==> src/rtl/hyperbus_pkg.sv <==
`default_nettype none
// +----------------------------------------------------------------------+
// | hyperbus_pkg : shared widths, defaults and one-hot state encoding    |
// | Revision     : 1.0                                                   |
// +----------------------------------------------------------------------+
package hyperbus_pkg;

  localparam int HB_WORD_WIDTH          = 16;
  localparam int HB_MASK_WIDTH          = 2;
  localparam int DEFAULT_GAP_CYCLES     = 6;
  localparam int DEFAULT_TIMEOUT_CYCLES = 255;

  typedef enum logic [4:0] {
    S_IDLE  = 5'b00001,
    S_WRITE = 5'b00010,
    S_READ  = 5'b00100,
    S_DONE  = 5'b01000,
    S_GAP   = 5'b10000
  } hb_state_t;

endpackage
`default_nettype wire

==> src/rtl/hyperbus_lane_swap.sv <==
`default_nettype none
// +----------------------------------------------------------------------+
// | hyperbus_lane_swap : 32-bit LE word <-> two big-endian 16-bit beats  |
// | Revision           : 1.0                                             |
// +----------------------------------------------------------------------+
module hyperbus_lane_swap
  import hyperbus_pkg::*;
(
  input  logic [31:0]              i_wdata,
  input  logic [3:0]               i_sel,
  input  logic [HB_WORD_WIDTH-1:0] i_rbeat0,
  input  logic [HB_WORD_WIDTH-1:0] i_rbeat1,
  output logic [HB_WORD_WIDTH-1:0] o_wbeat0,
  output logic [HB_WORD_WIDTH-1:0] o_wbeat1,
  output logic [HB_MASK_WIDTH-1:0] o_mask0,
  output logic [HB_MASK_WIDTH-1:0] o_mask1,
  output logic [31:0]              o_rdata
);

  // Lower Wishbone byte goes to the upper half of each HyperBus word.
  assign o_wbeat0 = {i_wdata[7:0],   i_wdata[15:8]};
  assign o_wbeat1 = {i_wdata[23:16], i_wdata[31:24]};
  assign o_mask0  = ~{i_sel[0], i_sel[1]};
  assign o_mask1  = ~{i_sel[2], i_sel[3]};
  assign o_rdata  = {i_rbeat1[7:0], i_rbeat1[15:8], i_rbeat0[7:0], i_rbeat0[15:8]};

endmodule
`default_nettype wire

==> src/rtl/hyperbus_wb_bridge.sv <==
`default_nettype none
// +----------------------------------------------------------------------+
// | hyperbus_wb_bridge : Wishbone B4 classic slave -> 2-beat HyperBus    |
// | Revision           : 1.0                                             |
// +----------------------------------------------------------------------+
module hyperbus_wb_bridge
  import hyperbus_pkg::*;
#(
  parameter int WB_ADR_WIDTH   = 32,
  parameter int ADDR_LENGTH    = 32,
  parameter int REG_SPACE_BIT  = 31,
  parameter int GAP_CYCLES     = DEFAULT_GAP_CYCLES,
  parameter int TIMEOUT_CYCLES = DEFAULT_TIMEOUT_CYCLES
) (
  input  logic                     clk,
  input  logic                     rstn,
  input  logic [WB_ADR_WIDTH-1:0]  wb_adr_i,
  input  logic [31:0]              wb_dat_i,
  input  logic [3:0]               wb_sel_i,
  input  logic                     wb_we_i,
  input  logic                     wb_cyc_i,
  input  logic                     wb_stb_i,
  output logic [31:0]              wb_dat_o,
  output logic                     wb_ack_o,
  output logic                     wb_err_o,
  output logic [ADDR_LENGTH-1:0]   hb_adr_o,
  output logic [HB_WORD_WIDTH-1:0] hb_dat_o,
  output logic [HB_MASK_WIDTH-1:0] hb_mask_o,
  output logic                     hb_reg_space_o,
  output logic                     hb_wrq_o,
  output logic                     hb_rrq_o,
  input  logic                     hb_ready_i,
  input  logic                     hb_valid_i,
  input  logic [HB_WORD_WIDTH-1:0] hb_dat_i
);

  localparam int TMO_W = $clog2(TIMEOUT_CYCLES + 1);
  localparam int GAP_W = (GAP_CYCLES < 1) ? 1 : $clog2(GAP_CYCLES + 1);
  localparam logic [TMO_W-1:0] c_tmo_last = TMO_W'(TIMEOUT_CYCLES - 1);
  localparam logic [TMO_W-1:0] c_tmo_one  = TMO_W'(1);
  localparam logic [GAP_W-1:0] c_gap_load = GAP_W'(GAP_CYCLES);
  localparam logic [GAP_W-1:0] c_gap_one  = GAP_W'(1);

  hb_state_t                r_state, w_next;
  logic [ADDR_LENGTH-1:0]   r_adr, w_req_adr;
  logic                     r_reg_space, r_wrq, r_rrq, r_live, r_err;
  logic [31:0]              r_wdata, w_rdata;
  logic [3:0]               r_sel;
  logic [1:0]               r_beat;
  logic [TMO_W-1:0]         r_tmo;
  logic [GAP_W-1:0]         r_gap;
  logic [HB_WORD_WIDTH-1:0] r_rbeat0, r_rbeat1, w_wbeat0, w_wbeat1;
  logic [HB_MASK_WIDTH-1:0] w_mask0, w_mask1;
  logic                     w_accept, w_adv, w_timeout, w_busy, w_tmo_hit;
  logic                     w_unused_adr;

  assign w_req_adr    = ADDR_LENGTH'({wb_adr_i[REG_SPACE_BIT-1:2], 1'b0});
  assign w_busy       = (r_state == S_WRITE) || (r_state == S_READ);
  assign w_tmo_hit    = (r_tmo == c_tmo_last);
  assign w_unused_adr = ^wb_adr_i;

  hyperbus_lane_swap u_lane_swap (
    .i_wdata  (r_wdata),
    .i_sel    (r_sel),
    .i_rbeat0 (r_rbeat0),
    .i_rbeat1 (r_rbeat1),
    .o_wbeat0 (w_wbeat0),
    .o_wbeat1 (w_wbeat1),
    .o_mask0  (w_mask0),
    .o_mask1  (w_mask1),
    .o_rdata  (w_rdata)
  );

  always_comb begin
    w_next    = r_state;
    w_accept  = 1'b0;
    w_adv     = 1'b0;
    w_timeout = 1'b0;
    case (r_state)
      S_IDLE: begin
        if (wb_cyc_i && wb_stb_i && (r_gap == '0)) begin
          w_accept = 1'b1;
          w_next   = wb_we_i ? S_WRITE : S_READ;
        end
      end
      S_WRITE: begin
        // Beat counter value 2 holds wrq one extra clock after the last word.
        if (r_beat == 2'd2) begin
          w_next = S_DONE;
        end else if (hb_ready_i) begin
          w_adv = 1'b1;
        end else if (w_tmo_hit) begin
          w_timeout = 1'b1;
          w_next    = S_GAP;
        end
      end
      S_READ: begin
        if (hb_valid_i) begin
          w_adv = 1'b1;
          if (r_beat != 2'd0) w_next = S_DONE;
        end else if (w_tmo_hit) begin
          w_timeout = 1'b1;
          w_next    = S_GAP;
        end
      end
      S_DONE:  w_next = S_GAP;
      S_GAP:   if (r_gap <= c_gap_one) w_next = S_IDLE;
      default: w_next = S_IDLE;
    endcase
  end

  always_ff @(posedge clk or negedge rstn) begin
    if (!rstn) begin
      r_state     <= S_IDLE;
      r_adr       <= '0;
      r_reg_space <= 1'b0;
      r_wdata     <= '0;
      r_sel       <= '0;
      r_wrq       <= 1'b0;
      r_rrq       <= 1'b0;
      r_live      <= 1'b0;
      r_err       <= 1'b0;
      r_beat      <= '0;
      r_tmo       <= '0;
      r_gap       <= '0;
      r_rbeat0    <= '0;
      r_rbeat1    <= '0;
    end else begin
      r_state <= w_next;
      r_err   <= w_timeout & r_live & wb_cyc_i;
      if (w_accept) begin
        r_adr       <= w_req_adr;
        r_reg_space <= wb_adr_i[REG_SPACE_BIT];
        r_wdata     <= wb_dat_i;
        r_sel       <= wb_sel_i;
        r_wrq       <= wb_we_i;
        r_rrq       <= ~wb_we_i;
        r_live      <= 1'b1;
        r_beat      <= '0;
        r_tmo       <= '0;
      end
      if (w_busy) begin
        if (w_adv) begin
          r_beat <= r_beat + 2'd1;
          r_tmo  <= '0;
        end else begin
          r_tmo <= r_tmo + c_tmo_one;
        end
        // An abandoned cycle still finishes on HyperBus but must not be acked.
        if (!wb_cyc_i) r_live <= 1'b0;
      end
      if (w_adv && (r_state == S_READ)) begin
        if (r_beat == 2'd0) r_rbeat0 <= hb_dat_i;
        else                r_rbeat1 <= hb_dat_i;
      end
      if (w_timeout || (w_busy && (w_next == S_DONE))) begin
        r_wrq <= 1'b0;
        r_rrq <= 1'b0;
      end
      if (w_timeout || (r_state == S_DONE)) r_gap <= c_gap_load;
      else if ((r_state == S_GAP) && (r_gap != '0)) r_gap <= r_gap - c_gap_one;
    end
  end

  assign hb_adr_o       = r_adr;
  assign hb_reg_space_o = r_reg_space;
  assign hb_wrq_o       = r_wrq;
  assign hb_rrq_o       = r_rrq;
  assign hb_dat_o       = r_wrq ? ((r_beat == 2'd0) ? w_wbeat0 : w_wbeat1) : '0;
  assign hb_mask_o      = r_wrq ? ((r_beat == 2'd0) ? w_mask0 : w_mask1) : '0;
  assign wb_dat_o       = w_rdata;
  assign wb_ack_o       = (r_state == S_DONE) & r_live & wb_cyc_i & wb_stb_i;
  assign wb_err_o       = r_err & wb_cyc_i & wb_stb_i;

endmodule
`default_nettype wire
==> config.mk <==
export PLATFORM = sky130hd
export DESIGN_NAME = hyperbus_wb_bridge
export DESIGN_NICKNAME = d
export VERILOG_FILES = /design/src/rtl/hyperbus_pkg.sv /design/src/rtl/hyperbus_lane_swap.sv /design/src/rtl/hyperbus_wb_bridge.sv
export SDC_FILE = /design/constraint.sdc
export NUM_CORES = 1
export LEC_CHECK = 0
export ABC_AREA = 1
export ABC_CLOCK_PERIOD_IN_PS = 2600
export CORE_ASPECT_RATIO = 0.9
export CORE_MARGIN = 4
export CORE_UTILIZATION = 46
export CTS_CLUSTER_DIAMETER = 120
export CTS_CLUSTER_SIZE = 12
export DETAILED_ROUTE_END_ITERATION = 16
export PLACE_DENSITY = 0.86
export SKIP_CTS_REPAIR_TIMING = 1
export SYNTH_ARGS = -nofsm -noshare
export SYNTH_HDL_FRONTEND = slang
export SYNTH_SLANG_ARGS = --single-unit
==> constraint.sdc <==
create_clock -name clk -period 2.6 [get_ports clk]
set_clock_uncertainty 0.2 [all_clocks]
set_input_delay 0.65 -clock clk [delete_from_list [all_inputs] [get_ports clk]]
set_output_delay 0.65 -clock clk [all_outputs]
set_load 0.01 [all_outputs]
==> impl_results.md <==
* Status: completed
* Routed WL at 14.2 mm
* Worst vdd ir at 0.000412 V
* P&R area growth vs syn at 50.2%
* Placer Congestion at 0.790
* Hold Path Class: in -> async
* Drt pass-1 iters at 5
* Setup violations, final at 0
* Top cell type's share of synthesized area at 0.559
* Cell taking the most area after synthesis: dfrtp_1
* Core Util, Final at 0.702
* Pre-CTS setup slack at -0.216 ns
* Die area at 0.0134 mm2
* Total Power at 4530 uW
* Setup WS post-layout at 0.0714 ns
* CTS Buffer Depth at 2
* Crit-path cells: inv_1 > ha_4 > clkinv_1 > buf_12 > nor2_1 > nor2_1 > dlymetal6s2s_1
* Fin. max-slew vios at 0
* Tcrit/Tclk final at 0.973
* Critical path class: reg -> out
* Power per Cell Area at 566 mW/mm2
* Buf/Inv on CP at 4
* Tmin final at 2.53 ns
* Relative slew slack at 0.618
* Core Region at 0.0114 mm2
* Final #Nets at 931
* DPL Wire Length at 9.66 mm
* Crit path largest cell delay at 0.39 ns
* Worst endpoint data arrival time at 1.68 ns
* Total grt overflow at 0
* CP delay by family, top: buffers and inverters
* Synth warnings at 0
* Chip width at 121 um
* Leakage power at 0.00430 uW
* Number of buffers created by CTS at 17
* Max-Cap Viols at 0
* Synthesized flop and latch total at 120
* Distinct cell type count after synthesis at 31
* Clock Tree Root: clkbuf_16
* Worst slew pin tran at 0.574 ns
* EDFF count, synth at 0
* First-pass GRT wire length at 22.6 mm
* Hold Violations, Final at 0
* Most instantiated cells after synthesis: nand2_1 (293), dfrtp_1 (119), nor2_1 (54)
* Crit path max fanout at 19
* Clk_lat worst skew at 0.41 ns
* Total number of placement rows at 37
* Global router's overall resource usage at 0.217
* Largest net degree at the start of global routing at 44
* Level count of the clock H-tree at 4
* Synth top area cells: dfrtp_1 (56%), nand2_1 (21%), nor2_1 (3.8%), o21ai_0 (3.7%), inv_1 (3.5%)
* Grt peak-use layer: met2
* CTS tree: built
* RSZ-0062 raised after global routing: no
* Kind of end point of the critical path: primary output
* Most common cell in the synthesized netlist: nand2_1
* Vias in the first global route at 4634
* Seq/Total Area, Yosys at 0.564
* Top Ports at 178
* Routed len/inst at 14.2 um
* Setup crit start kind: flop
* Clock slew at reported path FFs at 0.05 ns
* GR Layer Usage met2 at 0.340
* Worst Path Required at 1.75 ns
* Avg Cell Area, Syn at 8.16 um2
* Most numerous cell on the critical path: nor2_1
* Asr flop ratio synth at 1.00
* Port Buffer Count at 172
* GR Layer Usage met1 at 0.267
* Starting Density at 0.468
* Initial DRC count at 300
* Via/cell ratio at 4.81
* Max Clk Rate at 0.395 GHz
* DRC viols at 0
* CP max-delay cell: dfrtp_1
* Worst reg2reg path depth at 8
* Syn Inst Count at 653
* ANT cells at 0
* Total vias in the final route at 4819
* Antenna violations before repair at 0
* Post-Syn Area at 0.00533 mm2
* Global-route met3 utilization at 0.0929
* Clk sinks at 120
* Layout cell share with drive strength beyond 1 at 0.0698
* Stages on the worst setup path at 7
* Synth Flop Type: dfrtp_1
* Die H at 110 um
* Antenna-violating nets left at 0
==> cell type report <==
cell class / instances / area, um2
fillers: 859 / 3390
flip-flops and latches: 120 / 3000
multi-input cells: 454 / 2010
repair buffers: 187 / 1970
clock buffers: 23 / 478
inverters: 53 / 199
well taps: 156 / 195
clock inverters: 8 / 144
==> path summary, 6_finish.rpt <==
kind | slack [ns] | startpoint | end
hold / removal | 0.03 | rstn | r_rbeat0[11]$_DFFE_PN0P_
setup / recovery | 0.07 | r_beat[1]$_DFF_PN0_ | hb_dat_o[15]
max in group asynchronous | 1.50 | rstn | r_state[0]$_DFF_PN1_
min in group clk | 0.27 | r_wdata[30]$_DFFE_PN0P_ | r_wdata[30]$_DFFE_PN0P_
hold reg to reg | 0.27 | r_wdata[30]$_DFFE_PN0P_ | r_wdata[30]$_DFFE_PN0P_
setup reg to reg | 0.66 | r_gap[0]$_DFFE_PN0P_ | r_beat[1]$_DFF_PN0_
==> flip-flops by register name, indices dropped and copies added (netlist names) <==
| signal | count |
|---|---|
| r_wdata | 32 |
| r_gap | 3 |
| r_rbeat0 | 16 |
| r_tmo | 8 |
| r_rbeat1 | 16 |
| hb_wrq_o | 1 |
| r_state | 5 |
| hb_adr_o | 29 |
| hb_rrq_o | 1 |
| r_sel | 4 |
| r_live | 1 |
| hb_reg_space_o | 1 |
| r_beat | 2 |
| r_err | 1 |
==> through the flow <==
| step | instances | hold slack, ns | TNS, ns | instance area [um2] |
|---|---|---|---|---|
| finish | 1001 | 0.0329 | 0 | 8000 |
| global route | 1001 | 0.0719 | 0 | 8000 |
| global placement | 970 | 0.248 | -0.260 | 7310 |
| detailed placement | 970 | 0.254 | -0.298 | 7310 |
| CTS | 1001 | 0.0457 | -6.15 | 7930 |
| floorplan | 655 | 0.154 | 0 | 5340 |
==> power breakdown <==
part           switching, uW  leakage, uW  internal (uW)  total [uW]
Clock                    795     0.000307           1670        2460
Sequential                 0      0.00166           1870        1870
Combinational           67.8      0.00233            124         192
Total                    862      0.00430           3660        4530
==> worst reg2reg max path, stage by stage, from the launching register on <==
cell and delay [ns]:
dfrtp_1 0.40, inv_1 0.11, ha_1 0.20, nand4_2 0.21
nor2_8 0.21, inv_2 0.07, buf_4 0.24, nand3_1 0.13
nand2_1 0.06
==> placed cells by master, fill, tap and decap left out, types with 2 or more instances in the layout <==
cell / instances
a21oi_1: 3
buf_12: 7
buf_4: 9
bufinv_16: 4
clkbuf_1: 3
clkbuf_16: 17
clkbuf_8: 3
clkdlybuf4s50_1: 151
clkinv_2: 3
conb_1: 3
dfrtp_1: 119
dlymetal6s2s_1: 20
ha_1: 6
inv_1: 49
inv_2: 3
nand2_1: 293
nand3_1: 15
nand3_2: 2
nand4_1: 7
nor2_1: 54
nor2_4: 4
o21ai_0: 39
o21ai_1: 13
xor2_1: 4
==> routing by layer <==
layer	vias to the layer above	wire (um)
li1	2359	-
met1	2251	5750
met2	184	6730
met3	25	1370
met4	0	322
met5	-	0
==> logic make-up (layout without fill, tap and decap cells) <==
family	after synthesis	in the layout	synth area share
XOR/XNOR	5	5	0.00822
other	1	3	0.000704
flip-flops	120	120	0.564
adder cells (fa/ha/maj)	7	7	0.0164
buffers and inverters	81	271	0.0634
AND/OR/NAND/NOR	382	382	0.293
AO/OA/AOI/OAI	57	57	0.0543
Note: power is estimated with default switching activity, not from simulation.
